### config.mk
export PLATFORM = sky130hd
export DESIGN_NAME = i2s_tx
export DESIGN_NICKNAME = d
export VERILOG_FILES = /design/src/rtl/i2s_tx.sv
export SDC_FILE = /design/constraint.sdc
export NUM_CORES = 1
export LEC_CHECK = 0
export CORE_UTILIZATION = 48
export CTS_CLUSTER_SIZE = 30
export DETAILED_ROUTE_END_ITERATION = 8
export GPL_ROUTABILITY_DRIVEN = 0
export PLACE_DENSITY = 0.8
export SETUP_SLACK_MARGIN = 0.05
export SYNTH_ARGS = -nofsm -noshare
export SYNTH_HDL_FRONTEND = slang
export SYNTH_SLANG_ARGS = --single-unit
### constraint.sdc
create_clock -name clk -period 3.71 [get_ports clk]
set_input_delay 0.9275 -clock clk [delete_from_list [all_inputs] [get_ports clk]]
set_output_delay 0.9275 -clock clk [all_outputs]
set_load 0.05 [all_outputs]
### src/rtl/i2s_tx.sv
`default_nettype none
// ============================================================================
// Module   : i2s_tx
// Purpose  : I2S / left-justified audio transmitter with generated mclk/sclk.
//            Optional macro I2S_TX_UNDERRUN_CNT_EN adds underrun_cnt[15:0].
// Revision : 1.0  initial release
// ============================================================================
module i2s_tx #(
  parameter int MCLK_HALF = 4,
  parameter int SCLK_HALF = 16,
  parameter int DATA_W    = 24,
  parameter int SLOT_W    = 32,
  parameter int LJ_MODE   = 0
) (
  input  logic              clk,
  input  logic              reset_n,
  input  logic [DATA_W-1:0] s_data_l,
  input  logic [DATA_W-1:0] s_data_r,
  input  logic              s_valid,
  output logic              s_ready,
  output logic              tx_mclk,
  output logic              tx_sclk,
  output logic              tx_lrclk,
  output logic              tx_sdout,
`ifdef I2S_TX_UNDERRUN_CNT_EN
  output logic [15:0]       underrun_cnt,
`endif
  output logic              underrun
);

  localparam int c_frame_bits = 2 * SLOT_W;
  localparam int c_bw         = $clog2(c_frame_bits);
  localparam int c_pad        = SLOT_W - DATA_W;
  localparam logic [15:0]     c_mclk_last = 16'(MCLK_HALF - 1);
  localparam logic [15:0]     c_sclk_last = 16'(SCLK_HALF - 1);
  localparam logic [c_bw-1:0] c_bit_last  = c_bw'(c_frame_bits - 1);
  localparam logic [c_bw-1:0] c_slot      = c_bw'(SLOT_W);

  if ((SCLK_HALF % MCLK_HALF) != 0) begin : g_bad_sclk_half
    $fatal(1, "i2s_tx: SCLK_HALF must be a multiple of MCLK_HALF");
  end
  if (SLOT_W < DATA_W) begin : g_bad_slot_w
    $fatal(1, "i2s_tx: SLOT_W must be >= DATA_W");
  end

  logic [15:0]             r_mcnt;
  logic [15:0]             r_scnt;
  logic                    r_mclk;
  logic                    r_sclk;
  logic                    r_lrclk;
  logic                    r_sdout;
  logic                    r_dly;
  logic                    r_full;
  logic                    r_underrun;
  logic [c_bw-1:0]         r_bitcnt;
  logic [DATA_W-1:0]       r_hold_l;
  logic [DATA_W-1:0]       r_hold_r;
  logic [c_frame_bits-1:0] r_shift;

  logic                    w_fall;
  logic                    w_frame_start;
  logic                    w_xfer;
  logic                    w_underrun;
  logic                    w_lj;
  logic [DATA_W-1:0]       w_src_l;
  logic [DATA_W-1:0]       w_src_r;
  logic [c_frame_bits-1:0] w_frame;

  // r_bitcnt is the index of the next bit to emit; index 0 marks frame start.
  assign w_fall        = (r_scnt == c_sclk_last) && r_sclk;
  assign w_frame_start = w_fall && (r_bitcnt == '0);
  assign w_xfer        = s_valid && !r_full;
  assign w_underrun    = w_frame_start && !r_full && !w_xfer;

  always_comb begin
    w_src_l = '0;
    w_src_r = '0;
    if (r_full) begin
      w_src_l = r_hold_l;
      w_src_r = r_hold_r;
    end else if (w_xfer) begin
      w_src_l = s_data_l;
      w_src_r = s_data_r;
    end
  end

  assign w_frame = {(SLOT_W'(w_src_l) << c_pad), (SLOT_W'(w_src_r) << c_pad)};
  assign w_lj    = w_frame_start ? w_frame[c_frame_bits-1] : r_shift[c_frame_bits-1];

  always_ff @(posedge clk or negedge reset_n) begin
    if (!reset_n) begin
      r_mcnt <= '0;
      r_scnt <= '0;
      r_mclk <= 1'b0;
      r_sclk <= 1'b1;
    end else begin
      if (r_mcnt == c_mclk_last) begin
        r_mcnt <= '0;
        r_mclk <= ~r_mclk;
      end else begin
        r_mcnt <= r_mcnt + 16'd1;
      end
      if (r_scnt == c_sclk_last) begin
        r_scnt <= '0;
        r_sclk <= ~r_sclk;
      end else begin
        r_scnt <= r_scnt + 16'd1;
      end
    end
  end

  always_ff @(posedge clk or negedge reset_n) begin
    if (!reset_n) begin
      r_bitcnt   <= '0;
      r_lrclk    <= 1'b1;
      r_sdout    <= 1'b0;
      r_dly      <= 1'b0;
      r_shift    <= '0;
      r_full     <= 1'b0;
      r_hold_l   <= '0;
      r_hold_r   <= '0;
      r_underrun <= 1'b0;
    end else begin
      if (w_fall) begin
        r_bitcnt <= (r_bitcnt == c_bit_last) ? '0 : r_bitcnt + c_bw'(1);
        r_lrclk  <= (r_bitcnt >= c_slot);
        r_shift  <= w_frame_start ? {w_frame[c_frame_bits-2:0], 1'b0}
                                  : {r_shift[c_frame_bits-2:0], 1'b0};
        // I2S emits the previous left-justified bit, giving the one-bit delay.
        r_sdout  <= (LJ_MODE != 0) ? w_lj : r_dly;
        r_dly    <= w_lj;
      end
      if (w_frame_start) begin
        r_full <= 1'b0;
      end else if (w_xfer) begin
        r_full   <= 1'b1;
        r_hold_l <= s_data_l;
        r_hold_r <= s_data_r;
      end
      r_underrun <= w_underrun;
    end
  end

`ifdef I2S_TX_UNDERRUN_CNT_EN
  logic [15:0] r_ucnt;
  always_ff @(posedge clk or negedge reset_n) begin
    if (!reset_n) begin
      r_ucnt <= '0;
    end else if (w_underrun && (r_ucnt != 16'hFFFF)) begin
      r_ucnt <= r_ucnt + 16'd1;
    end
  end
  assign underrun_cnt = r_ucnt;
`endif

  assign s_ready  = ~r_full;
  assign tx_mclk  = r_mclk;
  assign tx_sclk  = r_sclk;
  assign tx_lrclk = r_lrclk;
  assign tx_sdout = r_sdout;
  assign underrun = r_underrun;

endmodule
`default_nettype wire
* Word level (Yosys, flattened, before mapping)
Cells that the tools add are included.
Storage, ports and cells: bits of input ports 51, word-level logic and storage cells 45, output and inout port bits 6, register bits after elaboration 157
Cells by class: add/sub/neg operators 3, $lt $le $gt $ge 1, mux-type cells 11, reductions and logical operators 10, bitwise operators 4, equal/unequal tests 3
Operators by type and width (count):
- $mux 24 | 4
- $mux 64 | 1
- $add 16x1->16 const B | 2
- $mux 16 | 2
- $eq 16x2->1 const B | 1
- $eq 16x4->1 const B | 1
- $add 6x1->6 const B | 1
- $eq 6x6->1 const B | 1
- $ge 6x6->1 const B | 1
- $logic_not 6->1 | 1
- $mux 6 | 1
- $logic_and 1x1->1 | 5
- $not 1->1 | 4
- $mux 1 | 3
- $logic_not 1->1 | 2
- $reduce_and 2->1 | 1
- $reduce_bool 2->1 | 1

* Longest topological paths before layout
depth in word-level cells 5, depth in mapped cells 8, gate-level depth less buffers 6

* Least setup slack after synthesis
OpenSTA, ideal clock, no wires.
path kind reg-to-reg, start point register r_sclk, in the netlist tx_sclk, end point register r_hold_l[16], clock period less this slack 2151 ps, setup slack 1559 ps, required time 3583 ps, library setup time 127 ps, arrival time 2023 ps, cell stages (with the launch flop) 7, cell sequence dfstp_2 and4_1 nand4_4 o21ai_1 buf_4 buf_6 mux2_1
Between the ends: word-level cells in the longest chain between the ends 4
Ends and longest elaborated chain:
- start: declaration | line 49 | logic r_sclk;
- start signal: assignment | line 105 | r_sclk <= ~r_sclk;
- $logic_and 1x1->1 | line 70 | assign w_fall = (r_scnt == c_sclk_last) && r_sclk;
- $logic_and 1x1->1 | line 71 | assign w_frame_start = w_fall && (r_bitcnt == '0);
- $not 1->1 (no line)
- $reduce_and 2->1 (no line)
- end signal: assignment | line 137 | r_hold_l <= s_data_l;
- end: declaration | line 56 | logic [DATA_W-1:0] r_hold_l;
No other way between the ends. A chain may end at the register's enable or synchronous reset.

* Worst setup path in the final report
start point register r_sclk, in the netlist tx_sclk, end point output tx_sclk
RTL lines:
- end: declaration | line 22 | output logic tx_sclk,
No word-level cell between the ends.

==> impl_metrics.env <==
export IMPL_critPathCapture="tx_sclk"
export IMPL_core_area_sq_um=13500
export IMPL_crit_buf_inv=1
export IMPL_utilization=0.601
export IMPL_worst_ep_required_time_ps=2780
export IMPL_hold_class="flop to flop"
export IMPL_cts_made_buffers=17
export IMPL_ctsHoldBuffers=0
export IMPL_netlist_area_sq_um=6750
export IMPL_dp_slack_ps=1140
export IMPL_synth_area_leader_cell="dfrtp_1"
export IMPL_finalHoldViolations=0
export IMPL_antenna_found_initial=0
export IMPL_path_cells="clkdlybuf4s50_1"
export IMPL_syn_to_final_growth_pct=19.8
export IMPL_yosysUniqueCellTypes=38
export IMPL_fillers=1075
export IMPL_yosys_warnings=0
export IMPL_synth_seq_cells=148
export IMPL_grt_pass1_wl_um=23300
export IMPL_grt_pass1_vias=4871
export IMPL_viasPerCell=5.67
export IMPL_critPathKind="flop to output port"
export IMPL_grt_max_degree=70
export IMPL_globalRouteOverflowTotal=0
export IMPL_cp_depth=1
export IMPL_ir_worst_vdd_v=0.000313
export IMPL_boundaryPins=57
export IMPL_dieWidth_um=121
export IMPL_fin_tns_setup_ps=0
export IMPL_worst_path_largest_cell_delay_ps=810
export IMPL_crit_reg2reg_capture="r_hold_r[21]$_DFFE_PN0P_"
export IMPL_drt_wirelength_per_cell_um=16.6
export IMPL_via_count=4648
export IMPL_ff2ff_path_depth=5
export IMPL_layout_setup_ws_ps=983
export IMPL_start_kind="flop"
export IMPL_synth_top_cell_area_share=0.541
export IMPL_placed_cell_area_sq_um=7480
export IMPL_post_cts_resized=0
export IMPL_dominantRegCellSynth="dfrtp_1"
export IMPL_die_y_um=121
export IMPL_clk_pin_slew_worst_paths_ps=60
export IMPL_power_leakage_nw=3.44
export IMPL_num_antenna_cells=0
export IMPL_async_reset_ff_frac=1.00
export IMPL_path_delay_family="buffers and inverters"
export IMPL_port_buffer_count=56
export IMPL_cts_setup_buffers=0
export IMPL_drtPass1Iterations=5
export IMPL_crit_arrival_ps=1800
export IMPL_drive_above_1_share=0.110
export IMPL_synthCells=581
export IMPL_clockBufferDepth=2
export IMPL_seq_area_frac_synth=0.549
export IMPL_tritoncts="yes"
export IMPL_track_usage=0.206
export IMPL_synth_commonest_cells="dfrtp_1, nand2_1, o21ai_0"
export IMPL_dp_hpwl_um=8870
export IMPL_row_count=42
export IMPL_worst_pin_slew_ps=628
export IMPL_cap_violations=0
export IMPL_initial_core_util=0.502
export IMPL_synth_area_top_cells="dfrtp_1, mux2i_1, a22o_1, mux2_1, nand2_1"
export IMPL_finClkSkew_ps=7.43
export IMPL_drt_antenna_violating_nets=0
export IMPL_fin_nets=687
export IMPL_synth_most_common_cell="dfrtp_1"
export IMPL_syn_area_per_cell_sq_um=11.6
export IMPL_drc=0
export IMPL_wl_um=13600
export IMPL_cpMaxStageDelayCell="clkdlybuf4s50_1"
export IMPL_dieArea_sq_um=14500
export IMPL_placed_cells=789
export IMPL_r2r_start="r_scnt[8]$_DFF_PN0_"
export IMPL_fin_area_sq_um=8090
export IMPL_cts_htree_levels=4
export IMPL_relSlewSlack=0.581
export IMPL_rsz0062_at_grt="no"
export IMPL_crit_path_max_fanout=3
export IMPL_slew_violations=0
export IMPL_drtIter0Drc=370
export IMPL_clock_sinks=148
export IMPL_root_buffer="clkbuf_16"
export IMPL_period_minus_slack_ps=2730
export IMPL_fin_cells=820
export IMPL_min_period_over_period=0.735
export IMPL_clock_latency_ps=430
export IMPL_cp_end_kind="output port"
export IMPL_setup_viol=0
export IMPL_synth_edf_count=0
export IMPL_crit_path_start="tx_sclk$_DFFE_PN1N_"
export IMPL_syn_nets=636
export IMPL_power_per_cell_area_nw_per_um2=474
export IMPL_status="completed"
export IMPL_r2r_slack_ps=1130
export IMPL_max_freq_ghz=0.367
cells by family (layout without fill, tap and decap cells):
family / count (synthesis) / after routing / synth area share
xor gates and xnor gates: 32 / 32 / 0.0415
muxes: 95 / 95 / 0.150
AOI/OAI and AO/OA: 114 / 114 / 0.114
and+or+nand+nor: 147 / 147 / 0.111
buffers and inverters: 41 / 104 / 0.0269
adders and majority gates: 4 / 4 / 0.00742
DFF: 148 / 148 / 0.549
stage by stage:
step | total power [mW] | hold WS [ps]
6_report | 3.83 | 469
5_1_grt | 3.98 | 497
4_1_cts | 3.87 | 471
3_5_place_dp | 2.13 | 463
3_3_place_gp | 2.11 | 458
2_1_floorplan | 1.98 | 443
how the worst min path moves through the flow:
| stage | start | end | slack (ps) | depth (start not counted) |
|---|---|---|---|---|
| 6_report | tx_lrclk$_DFFE_PN1P_ | tx_lrclk$_DFFE_PN1P_ | 470 | 2 |
| 5_1_grt | r_shift[41]$_DFFE_PN0P_ | r_shift[41]$_DFFE_PN0P_ | 500 | 2 |
| 3_3_place_gp | r_dly$_DFFE_PN0P_ | tx_sdout$_DFFE_PN0P_ | 460 | 2 |
| 4_1_cts | tx_lrclk$_DFFE_PN1P_ | tx_lrclk$_DFFE_PN1P_ | 470 | 2 |
| 3_5_place_dp | tx_lrclk$_DFFE_PN1P_ | tx_lrclk$_DFFE_PN1P_ | 460 | 2 |
| 2_1_floorplan | r_mcnt[15]$_DFF_PN0_ | r_mcnt[15]$_DFF_PN0_ | 440 | 1 |
final cells by class:
| cell class | count | area (sq um) | share of cell area |
|---|---|---|---|
| clock inverters | 8 | 125 | 0.0155 |
| well taps | 176 | 220 | 0.0272 |
| inverters | 5 | 18.8 | 0.00232 |
| clock buffers | 23 | 478 | 0.0591 |
| multi-input cells | 392 | 2890 | 0.357 |
| repair buffers | 68 | 652 | 0.0806 |
| flip-flops and latches | 148 | 3710 | 0.458 |
where the power goes:
group,total [mW],switching [mW],internal [mW]
Combinational,0.302,0.118,0.184
Sequential,1.80,0.0614,1.73
Clock,1.74,0.631,1.10
Total,3.83,0.811,3.02
state kept, by name (all words and copies together), names as in the netlist:
name and cells:
underrun 1, r_bitcnt 6, tx_lrclk 1, r_shift 55, r_hold_r 24, tx_sdout 1, r_full 1, r_mcnt 16
tx_mclk 1, r_hold_l 24, r_scnt 16, tx_sclk 1, r_dly 1
per-layer routing:
metal	routed length [um]	global-route usage	share of wire
met1	6000	0.262	0.44
met5	0	0	0
met3	783	0.0679	0.057
met2	6710	0.335	0.49
met4	157	0.0617	0.012
layout by cell type (no fill, tap or decap), types with 5 or more instances in the layout:
master / count
nand3_1: 9
buf_4: 12
inv_1: 5
and3_1: 7
o21ai_0: 58
and4_1: 7
mux2_2: 20
nor2_1: 11
xnor2_1: 22
mux2i_1: 47
nand4_1: 11
clkdlybuf4s50_1: 55
mux2_1: 28
xor2_1: 10
clkbuf_16: 17
dfrtp_1: 145
a22o_1: 47
nand2_1: 82
(Power assumes the default switching activity.)
